$ cat src/rtl/cdb_pkg.sv
// -----------------------------------------------------------------------------
// cdb_pkg
// Shared definitions for the common data bus (CDB) arbitration logic and the
// wakeup/issue logic that consumes broadcast tags.
//   CDB_TAG_W  : default physical-register tag width
//   cdb_tag_t  : physical-register tag type
//   rr_wrap()  : wraps a scan index that ran past the last source
// -----------------------------------------------------------------------------
package cdb_pkg;

    localparam int CDB_TAG_W = 6;

    typedef logic [CDB_TAG_W-1:0] cdb_tag_t;

    // Used by the round-robin scan, where an index never exceeds 2*n-1, so a
    // single conditional subtract is enough to bring it back into range.
    function automatic int rr_wrap(input int idx, input int n);
        return (idx >= n) ? (idx - n) : idx;
    endfunction

endpackage

$ cat src/rtl/cdb_src_fifo.sv
// -----------------------------------------------------------------------------
// cdb_src_fifo
// In-order holding buffer for one execution-unit result source. Results that
// lose arbitration wait here until the CDB has a free lane for them.
// Ports:
//   clk, reset   : clock and synchronous active-high reset (empties buffer)
//   flush        : synchronous discard of every buffered tag
//   push         : write push_tag at the tail (ignored when full)
//   push_tag     : tag to be written
//   pop          : remove the head entry (ignored when empty)
//   head         : current oldest tag (only meaningful when !empty)
//   full, empty  : occupancy flags, derived purely from registered state
// Parameters: DEPTH (power of two, >= 2), WIDTH (tag width).
// -----------------------------------------------------------------------------
module cdb_src_fifo #(
    parameter int DEPTH = 2,
    parameter int WIDTH = 6
) (
    input  logic             clk,
    input  logic             reset,
    input  logic             flush,
    input  logic             push,
    input  logic [WIDTH-1:0] push_tag,
    input  logic             pop,
    output logic [WIDTH-1:0] head,
    output logic             full,
    output logic             empty
);

    localparam int AW = $clog2(DEPTH);

    logic [WIDTH-1:0] mem [DEPTH];
    logic [AW-1:0]    rd_ptr;
    logic [AW-1:0]    wr_ptr;
    logic [AW:0]      count;
    logic             do_push;
    logic             do_pop;

    assign full    = (count == (AW+1)'(DEPTH));
    assign empty   = (count == '0);
    assign head    = mem[rd_ptr];
    assign do_push = push & ~full;
    assign do_pop  = pop & ~empty;

    // Pointer and occupancy bookkeeping. Reset and flush both simply rewind
    // the pointers; the storage itself never needs clearing because an empty
    // buffer's head is never used. A simultaneous push and pop leaves the
    // count unchanged while both pointers advance.
    always_ff @(posedge clk) begin
        if (reset || flush) begin
            rd_ptr <= '0;
            wr_ptr <= '0;
            count  <= '0;
        end else begin
            if (do_push) begin
                wr_ptr <= wr_ptr + 1'b1;
            end
            if (do_pop) begin
                rd_ptr <= rd_ptr + 1'b1;
            end
            case ({do_push, do_pop})
                2'b10:   count <= count + 1'b1;
                2'b01:   count <= count - 1'b1;
                default: ;
            endcase
        end
    end

    // Tag storage, written at the tail whenever a push is accepted.
    always_ff @(posedge clk) begin
        if (do_push) begin
            mem[wr_ptr] <= push_tag;
        end
    end

endmodule

$ cat src/rtl/cdb_arbiter.sv
// -----------------------------------------------------------------------------
// cdb_arbiter
// Arbitrates completed results from NUM_SRC execution units onto NUM_CDB
// common data bus lanes each cycle. Each source has a small in-order holding
// buffer; when the buffer is empty a fresh result may go straight to the bus
// in the same cycle (bypass). Sources are scanned round-robin starting at
// rr_ptr, and granted results fill lanes 0,1,... in scan order.
// Ports:
//   clk, reset        : clock and synchronous active-high reset
//   flush             : discards all buffered results and this cycle's results
//   exec_done         : per-source result-valid strobe
//   exec_dest_prf     : per-source destination tag, source i at [i*TAG_W +: TAG_W]
//   exec_ready        : per-source "buffer not full", from registered state
//   cdb_valid         : registered per-lane valid
//   cdb_tag           : registered per-lane tag, lane k at [k*TAG_W +: TAG_W]
//   perf_conflict_cnt : (only with CDB_ARB_PERF_EN) saturating count of cycles
//                       with more candidates than lanes; cleared by reset only
// Optional feature macro: CDB_ARB_PERF_EN
// -----------------------------------------------------------------------------
module cdb_arbiter
    import cdb_pkg::*;
#(
    parameter int NUM_SRC    = 4,
    parameter int NUM_CDB    = 2,
    parameter int TAG_W      = CDB_TAG_W,
    parameter int FIFO_DEPTH = 2
) (
    input  logic                     clk,
    input  logic                     reset,
    input  logic                     flush,
    input  logic [NUM_SRC-1:0]       exec_done,
    input  logic [NUM_SRC*TAG_W-1:0] exec_dest_prf,
    output logic [NUM_SRC-1:0]       exec_ready,
    output logic [NUM_CDB-1:0]       cdb_valid,
    output logic [NUM_CDB*TAG_W-1:0] cdb_tag
`ifdef CDB_ARB_PERF_EN
    ,
    output logic [31:0]              perf_conflict_cnt
`endif
);

    localparam int PTR_W = (NUM_SRC > 1) ? $clog2(NUM_SRC) : 1;

    logic [PTR_W-1:0]         rr_ptr;
    logic [PTR_W-1:0]         rr_next;

    logic [NUM_SRC-1:0]       fifo_full;
    logic [NUM_SRC-1:0]       fifo_empty;
    logic [TAG_W-1:0]         head     [NUM_SRC];
    logic [TAG_W-1:0]         cand_tag [NUM_SRC];
    logic [NUM_SRC-1:0]       has_cand;
    logic [NUM_SRC-1:0]       accept;
    logic [NUM_SRC-1:0]       grant;
    logic [NUM_SRC-1:0]       push;
    logic [NUM_SRC-1:0]       pop;

    logic [NUM_CDB-1:0]       lane_valid_d;
    logic [NUM_CDB*TAG_W-1:0] lane_tag_d;

    int                       lane_cnt;
    int                       scan_idx;
    int                       last_idx;

    assign exec_ready = ~fifo_full;

    // One holding buffer per source.
    for (genvar i = 0; i < NUM_SRC; i++) begin : g_src
        cdb_src_fifo #(
            .DEPTH (FIFO_DEPTH),
            .WIDTH (TAG_W)
        ) u_fifo (
            .clk      (clk),
            .reset    (reset),
            .flush    (flush),
            .push     (push[i]),
            .push_tag (exec_dest_prf[i*TAG_W +: TAG_W]),
            .pop      (pop[i]),
            .head     (head[i]),
            .full     (fifo_full[i]),
            .empty    (fifo_empty[i])
        );
    end

    // Candidate selection per source. A non-empty buffer always offers its
    // head first so per-source order is kept; only an empty buffer lets a
    // fresh result bypass. A result arriving while the buffer is full is a
    // protocol violation and is not accepted. During flush nothing competes.
    always_comb begin
        accept   = '0;
        has_cand = '0;
        for (int i = 0; i < NUM_SRC; i++) begin
            cand_tag[i] = fifo_empty[i] ? exec_dest_prf[i*TAG_W +: TAG_W] : head[i];
            accept[i]   = exec_done[i] & ~fifo_full[i] & ~flush;
            has_cand[i] = ~flush & (~fifo_empty[i] | exec_done[i]);
        end
    end

    // Round-robin grant. Sources are visited starting at rr_ptr with
    // wrap-around; each candidate found takes the next free lane until all
    // lanes are used. The pointer moves just past the last granted source so
    // that source goes to the back of the line next cycle.
    always_comb begin
        grant        = '0;
        lane_valid_d = '0;
        lane_tag_d   = '0;
        lane_cnt     = 0;
        scan_idx     = 0;
        last_idx     = -1;
        for (int off = 0; off < NUM_SRC; off++) begin
            scan_idx = rr_wrap(int'(rr_ptr) + off, NUM_SRC);
            for (int j = 0; j < NUM_SRC; j++) begin
                if ((j == scan_idx) && has_cand[j] && (lane_cnt < NUM_CDB)) begin
                    grant[j] = 1'b1;
                    for (int k = 0; k < NUM_CDB; k++) begin
                        if (k == lane_cnt) begin
                            lane_valid_d[k]               = 1'b1;
                            lane_tag_d[k*TAG_W +: TAG_W] = cand_tag[j];
                        end
                    end
                    lane_cnt = lane_cnt + 1;
                    last_idx = j;
                end
            end
        end
        rr_next = rr_ptr;
        if (last_idx >= 0) begin
            rr_next = PTR_W'(rr_wrap(last_idx + 1, NUM_SRC));
        end
    end

    // Buffer control. A granted head pops; a granted bypass never enters the
    // buffer. Any other accepted result is queued behind whatever is already
    // waiting, even when the head pops in the same cycle.
    always_comb begin
        pop  = '0;
        push = '0;
        for (int i = 0; i < NUM_SRC; i++) begin
            pop[i]  = grant[i] & ~fifo_empty[i];
            push[i] = accept[i] & ~(grant[i] & fifo_empty[i]);
        end
    end

    // Registered bus outputs and the round-robin pointer. Reset clears the
    // bus and pointer; flush needs no special case here because it removes
    // every candidate, which leaves the bus idle and the pointer untouched.
    always_ff @(posedge clk) begin
        if (reset) begin
            cdb_valid <= '0;
            cdb_tag   <= '0;
            rr_ptr    <= '0;
        end else begin
            cdb_valid <= lane_valid_d;
            cdb_tag   <= lane_tag_d;
            rr_ptr    <= rr_next;
        end
    end

`ifdef CDB_ARB_PERF_EN
    int   cand_cnt;
    logic conflict;

    // Counts how many sources are competing this cycle to detect lane
    // oversubscription.
    always_comb begin
        cand_cnt = 0;
        for (int i = 0; i < NUM_SRC; i++) begin
            if (has_cand[i]) begin
                cand_cnt = cand_cnt + 1;
            end
        end
        conflict = (cand_cnt > NUM_CDB);
    end

    // Saturating conflict counter; survives flush so it measures whole runs.
    always_ff @(posedge clk) begin
        if (reset) begin
            perf_conflict_cnt <= '0;
        end else if (conflict && (perf_conflict_cnt != '1)) begin
            perf_conflict_cnt <= perf_conflict_cnt + 32'd1;
        end
    end
`endif

endmodule

$ cat config.mk
export PLATFORM = sky130hd
export DESIGN_NAME = cdb_arbiter
export DESIGN_NICKNAME = d
export VERILOG_FILES = /design/src/rtl/cdb_pkg.sv /design/src/rtl/cdb_src_fifo.sv /design/src/rtl/cdb_arbiter.sv
export SDC_FILE = /design/constraint.sdc
export NUM_CORES = 1
export LEC_CHECK = 0
export CAP_MARGIN = 10
export CORE_UTILIZATION = 30
export CTS_CLUSTER_SIZE = 10
export DETAILED_ROUTE_END_ITERATION = 8
export GPL_ROUTABILITY_DRIVEN = 1
export PLACE_DENSITY_LB_ADDON = 0.08
export SETUP_SLACK_MARGIN = 0.3
export SLEW_MARGIN = 5
export SYNTH_ARGS = -nofsm -noshare
export SYNTH_HDL_FRONTEND = slang
export SYNTH_SLANG_ARGS = --single-unit
$ cat constraint.sdc
create_clock -name clk -period 17.1 [get_ports clk]
set_input_delay 3.42 -clock clk [delete_from_list [all_inputs] [get_ports clk]]
set_output_delay 3.42 -clock clk [all_outputs]
set_load 0.01 [all_outputs]
==> flow_summary.yaml, run 1 <==
hold_path:
  worstHoldPathCells: 2
  min_from: "g_src[1].u_fifo.rd_ptr"
  hold_class: "reg -> reg"
critical_path:
  cpMostUsedCell: "ha_1"
  r2r-start: "g_src[1].u_fifo.count[0]"
  cp.required_ns: 17.34
  cp_data_arrival_time_ns: 16.20
  criticalPathCategory: "in -> reg"
  regToRegSetupSlack_ns: 4.41
  startpoint_type: "input port"
  slowest_delay_ns: 0.73
  r2r_cells: 46
  critPathSlowestCell: "clkdlybuf4s50_1"
  cp-end-kind: "flip-flop"
  crit_fanout: 16
  r2r_end: "cdb_tag[5]"
timing:
  finalSetupTns_ns: 0
  finalCriticalPeriod_ns: 15.96
  slew_headroom_pct: 13.66
  setup_violations: 0
  hold_viol: 0
  max_freq_mhz: 62.64
  skew_ns: 0.01815
  slew_viol_final: 0
  rsz0062_at_grt: "false"
  min_period_over_period_pct: 93.36
  worstMarginPinSlew_ns: 1.285
logic_synthesis:
  synth_area_um2: 6450
  syn_inst: 748
  ys_seq_area_share_pct: 33.52
  synth-seq-cells: 84
  synthFlopType: "edfxtp_1"
  synth_nets: 817
  postSynthAreaPerCell_um2: 8.623
  synth-edff-count: 48
  yosysWarnings: 0
  async_flop_share_pct: 0
  ys_types: 73
die:
  die_area_um2: 22090
  io_pins: 49
  die_h_um: 148.6
  core.rowCount: 53
  coreArea_um2: 21020
  start_util_pct: 30.68
  fp.dieW_um: 148.6
power_and_ir_drop:
  p_per_area_nw_per_um2: 149.0
  p_leak_nw: 2.727
  ir_drop_v: 0.00009467
placed_design:
  routabilityCongestion: 0.9125
  placed_cell_area_um2: 7148
  hpwlAfterDp_um: 18450
  io_buffers: 48
cts:
  cts_tree: "built"
  numClockSinks: 84
  cts_buffer_depth: 2
  postCtsSetupRepairBufs: 0
  cts_made_buffers: 9
  cts_resized: 0
  clock_latency_ns: 0.36
  clk_root_buffer_cell: "clkbuf_16"
  ctsHtreeMaxLevel: 3
  ctsHoldBuffers: 0
  path_clk_slew_ns: 0.07
route:
  post-route-drc-count: 0
  ant_nets: 0
  drt-total-wl_um: 24470
  wl_per_cell_um: 23.19
  via_per_inst: 5.940
  via_count: 6267
  drt_iter0_drc: 776
  firstDrtPassIters: 6
global_route:
  grt_max_degree: 22
  grt_overflow_total: 0
  grt_pass1_vias: 6080
  grt_usage_pct: 22.19
  grt_pass1_wl_um: 36250
  antenna_found_initial: 0
cells_and_area:
  diodes: 0
  layout_commonest_cell: "nor2_1"
  drive_above_1_share_pct: 8.333
  final_core_util_pct: 35.44
  num-fill-cells: 2185
  syn_to_final_growth_pct: 15.50
  fin_nets: 844
  mostFrequentLayoutCells: "86 x nor2_1, 48 x edfxtp_1, 48 x clkdlybuf4s50_1"
  final_area_um2: 7450
outcome:
  status: "complete, no violations"
job:
  cap_violations: 0
-- worst max path at each step --
stage	from	to	slack, ns	cells past startpoint
detailed placement	flush	cdb_tag[5]	1.14	47
finish	flush	cdb_tag[5]	1.14	47
floorplan	flush	cdb_tag[5]	3.55	49
CTS	flush	cdb_tag[5]	1.46	47
global placement	flush	cdb_tag[5]	1.78	47
global route	flush	cdb_tag[5]	0.39	47
-- area by class of cell --
class	count	area [um^2]	share of cell area [%]
clock buffer	9	225.2	3.023
clock inverter	7	76.32	1.025
inverter	33	126.4	1.696
multi-input combinational	587	3945	52.96
sequential	84	2162	29.02
tap	275	344.1	4.619
timing repair buffer	60	570.5	7.659
-- per-stage QoR --
step,setup WS [ns],hold slack (ns),total power [W],instances
floorplan,3.549,0.4812,0.0007014,748
global placement,1.782,0.4962,0.0008951,1039
detailed placement,1.145,0.5019,0.0008977,1039
CTS,1.460,0.5229,0.001102,1055
global route,0.3857,0.5625,0.001179,1055
finish,1.136,0.5213,0.001110,1055
-- report_power, final --
part | switching, W | internal (W) | total, W
combinational | 0.000404 | 0.000253 | 0.000657
sequential | 0.0000158 | 0.000238 | 0.000253
clock | 0.0000951 | 0.000104 | 0.000199
total | 0.000515 | 0.000595 | 0.00111
-- kinds of logic (layout without fill, tap and decap cells) --
family | Yosys count | count (layout) | synth area share (%)
AO/OA/AOI/OAI | 210 | 210 | 21.75
other | 2 | 2 | 0.1164
XOR/XNOR | 30 | 30 | 4.927
AND/OR/NAND/NOR | 267 | 267 | 20.41
flip-flops | 84 | 84 | 33.52
adder cells (fa/ha/maj) | 38 | 38 | 7.372
buffers and inverters | 77 | 109 | 5.393
multiplexers | 40 | 40 | 6.518
-- state kept, by name, indices dropped and copies added (netlist names), named ones only --
signal / cells
g_src.u_fifo.mem: 48
g_src.u_fifo.wr_ptr: 4
cdb_tag: 12
g_src.u_fifo.rd_ptr: 4
g_src.u_fifo.count: 8
cdb_valid: 2
rr_ptr: 2
-- layer usage --
layer / global-route usage (%) / wire length, um
met1: 29.09 / 10790
met2: 35.28 / 11090
met3: 3.804 / 1699
met4: 10.57 / 882
met5: 0 / 0
-- cell usage after synthesis (all sizes together) (16+ instances only) --
library cell / instances / area [um^2]
a211oi: 16 / 120.1
a21oi: 42 / 221.5
clkbuf: 29 / 108.9
dfxtp: 36 / 720.7
edfxtp: 48 / 1441
ha: 38 / 475.5
inv: 33 / 126.4
mux2: 16 / 180.2
mux2i: 24 / 240.2
nand2: 45 / 168.9
nand3: 28 / 140.1
nor2: 86 / 322.8
nor3: 38 / 200.2
o21ai: 38 / 190.2
o22ai: 32 / 200.2
xnor2: 22 / 234.0
-- critical path: cells and delay by family --
family / cells / cell delay [ns]
buffers and inverters: 2 / 0.91
AND/OR/NAND/NOR: 23 / 5.66
adder cells (fa/ha/maj): 12 / 3.84
AO/OA/AOI/OAI: 8 / 1.81
XOR/XNOR: 2 / 0.52
(Power assumes the default switching activity.)
==> inputs of run 2 (changes only) <==
Settings changed: CTS_CLUSTER_DIAMETER from default to 40.
==> results of run 2 <==
Final layout, timing and power as in run 1 (identical DEF).
==> inputs of run 3 (changes only) <==
--- a/config.mk
+++ b/config.mk
@@ -7,2 +7,3 @@
 export LEC_CHECK = 0
+export ABC_AREA = 0
 export CAP_MARGIN = 10
==> constraint.sdc (replaced) <==
create_clock -name clk -period 17.1 [get_ports clk]
set_input_delay 1.71 -clock clk [delete_from_list [all_inputs] [get_ports clk]]
set_output_delay 1.71 -clock clk [all_outputs]
set_load 0.01 [all_outputs]
==> run 3 against run 2 <==
Critical path depth stayed put. Core utilization grew 0.060 points. Sequential share of layout area about the same. Via count down 1.9%. Hold slack lost 0.00074 ns. Clock skew fell by 0.0065 ns. Sequential cell count did not move. Power up 0.59%. First-iteration DRC count shrank 15%. Largest cell class unchanged.
==> flow_summary.yaml, run 3 (same netlist as run 1, synthesis figures left out) <==
cells_and_area:
  largestRegisters: "g_src.u_fifo.mem: 48 flops, cdb_tag: 12 flops, g_src.u_fifo.count: 8 flops"
  layout_commonest_cell: "nor2_1"
  largest_reg_flops: 48
  fin_nets: 844
  multiInputGateArea_um2: 3945
  diodes: 0
  syn_to_final_growth_pct: 15.69
  mostFrequentLayoutCells: "86 x nor2_1, 48 x edfxtp_1, 48 x clkdlybuf4s50_1"
  drive_above_1_share_pct: 8.333
  final_area_um2: 7462
  num-fill-cells: 2175
  regArea_um2: 2162
  largest_register: "g_src.u_fifo.mem"
power_and_ir_drop:
  p_per_area_nw_per_um2: 149.6
  clkPwrFrac_pct: 18.7
  swShare_pct: 45.60
  combPwrFrac_pct: 58.7
  p_sw_w: 0.0005090
  power_frac_seq_pct: 22.7
  p_leak_nw: 2.730
  p_total_w: 0.001116
  p_int_w: 0.0006073
  ir_drop_v: 0.00009050
critical_path:
  slowest_delay_ns: 0.72
  cpMostUsedCell: "ha_1"
  critPathSlowestCell: "clkdlybuf4s50_1"
  crit_fanout: 16
  r2r_end: "cdb_tag[5]"
  cp_data_arrival_time_ns: 14.29
  crit_path_start: "flush"
  startpoint_type: "input port"
  cp-end-kind: "flip-flop"
  endpoint: "cdb_tag[5]"
  r2r_cells: 46
  criticalPathCategory: "in -> reg"
  r2r-start: "g_src[1].u_fifo.count[0]"
  cp.required_ns: 17.35
  regToRegSetupSlack_ns: 4.60
global_route:
  antenna_found_initial: 0
  grt_max_degree: 22
  grt_pass1_vias: 5967
  grt_pass1_wl_um: 35630
  grt_overflow_total: 0
  grt_usage_pct: 21.95
route:
  via_per_inst: 5.826
  via_count: 6146
  firstDrtPassIters: 5
  drt_iter0_drc: 656
  drt-total-wl_um: 24050
  wl_per_cell_um: 22.79
  post-route-drc-count: 0
  ant_nets: 0
placed_design:
  placed_cell_area_um2: 7148
  io_buffers: 48
  routabilityCongestion: 0.9111
  hpwlAfterDp_um: 18310
cts:
  cts_resized: 0
  numClockSinks: 84
  path_clk_slew_ns: 0.07
  ctsHtreeMaxLevel: 3
  cts_tree: "built"
  cts_buffer_depth: 2
  clock_latency_ns: 0.36
  ctsHoldBuffers: 0
  clk_root_buffer_cell: "clkbuf_16"
  postCtsSetupRepairBufs: 0
  cts_made_buffers: 9
die:
  start_util_pct: 30.68
  die_area_um2: 22090
  core.rowCount: 53
  io_pins: 49
  die_h_um: 148.6
  fp.dieW_um: 148.6
  coreArea_um2: 21020
hold_path:
  hold_class: "reg -> reg"
timing:
  finalHoldWorstSlack_ns: 0.5206
  setup_violations: 0
  skew_ns: 0.01161
  max_freq_mhz: 71.20
  rsz0062_at_grt: "false"
  hold_viol: 0
  min_period_over_period_pct: 82.14
  finalCriticalPeriod_ns: 14.05
  worstMarginPinSlew_ns: 1.214
  slew_viol_final: 0
  finalSetupTns_ns: 0
  slew_headroom_pct: 18.46
job:
  cap_violations: 0
outcome:
  status: "complete, no violations"
## run 3: worst min path at each step
stage                                      start                endpoint  slack, ns  depth (start not counted)
final                     g_src[1].u_fifo.rd_ptr  g_src[1].u_fifo.rd_ptr       0.52                          2
after global placement    g_src[1].u_fifo.rd_ptr               flip-flop       0.50                          2
after floorplan           g_src[0].u_fifo.rd_ptr               flip-flop       0.48                          2
after global routing      g_src[2].u_fifo.rd_ptr  g_src[2].u_fifo.rd_ptr       0.56                          2
after CTS                 g_src[3].u_fifo.rd_ptr               flip-flop       0.52                          2
after detailed placement  g_src[3].u_fifo.rd_ptr  g_src[3].u_fifo.rd_ptr       0.50                          2
## run 3: final cells by class
cell class	instances	share of cell area [%]
inverters	33	1.693
well taps	275	4.611
repair buffers	60	7.646
multi-input cells	587	52.87
clock buffers	9	3.018
clock inverters	7	1.190
flip-flops and latches	84	28.97
## run 3: metal layers
layer	part of all wire (%)	vias to the layer above	global-route usage [%]
met5	0	-	0
met4	3.0	0	9.794
met3	7.1	56	3.313
met2	46	275	35.40
met1	44	2964	28.88
li1	-	2851	-
## run 3: power groups by stage
stage | combinational (W) | clock (W) | sequential [W]
floorplan | 0.000447 | 0 | 0.000254
global placement | 0.000638 | 0 | 0.000257
detailed placement | 0.000637 | 0 | 0.000258
CTS | 0.000641 | 0.000215 | 0.000253
global route | 0.000709 | 0.000221 | 0.000256
finish | 0.000655 | 0.000208 | 0.000253
## run 3: stage by stage
stage                     util [%]  instances  setup WS (ns)
final                        35.50       1055          3.054
after global routing         35.50       1055          2.055
after CTS                    35.50       1055          3.137
after detailed placement     34.00       1039          2.865
after global placement       34.00       1039          3.490
after floorplan                  -        748          5.259
## run 3: critical path: cells and delay by family
family          cells  cell delay (ns)
compound gates      8             1.83
fa+ha+maj          12             3.69
xor+xnor            2             0.55
simple gates       23             5.61
buf+inv             2             0.89
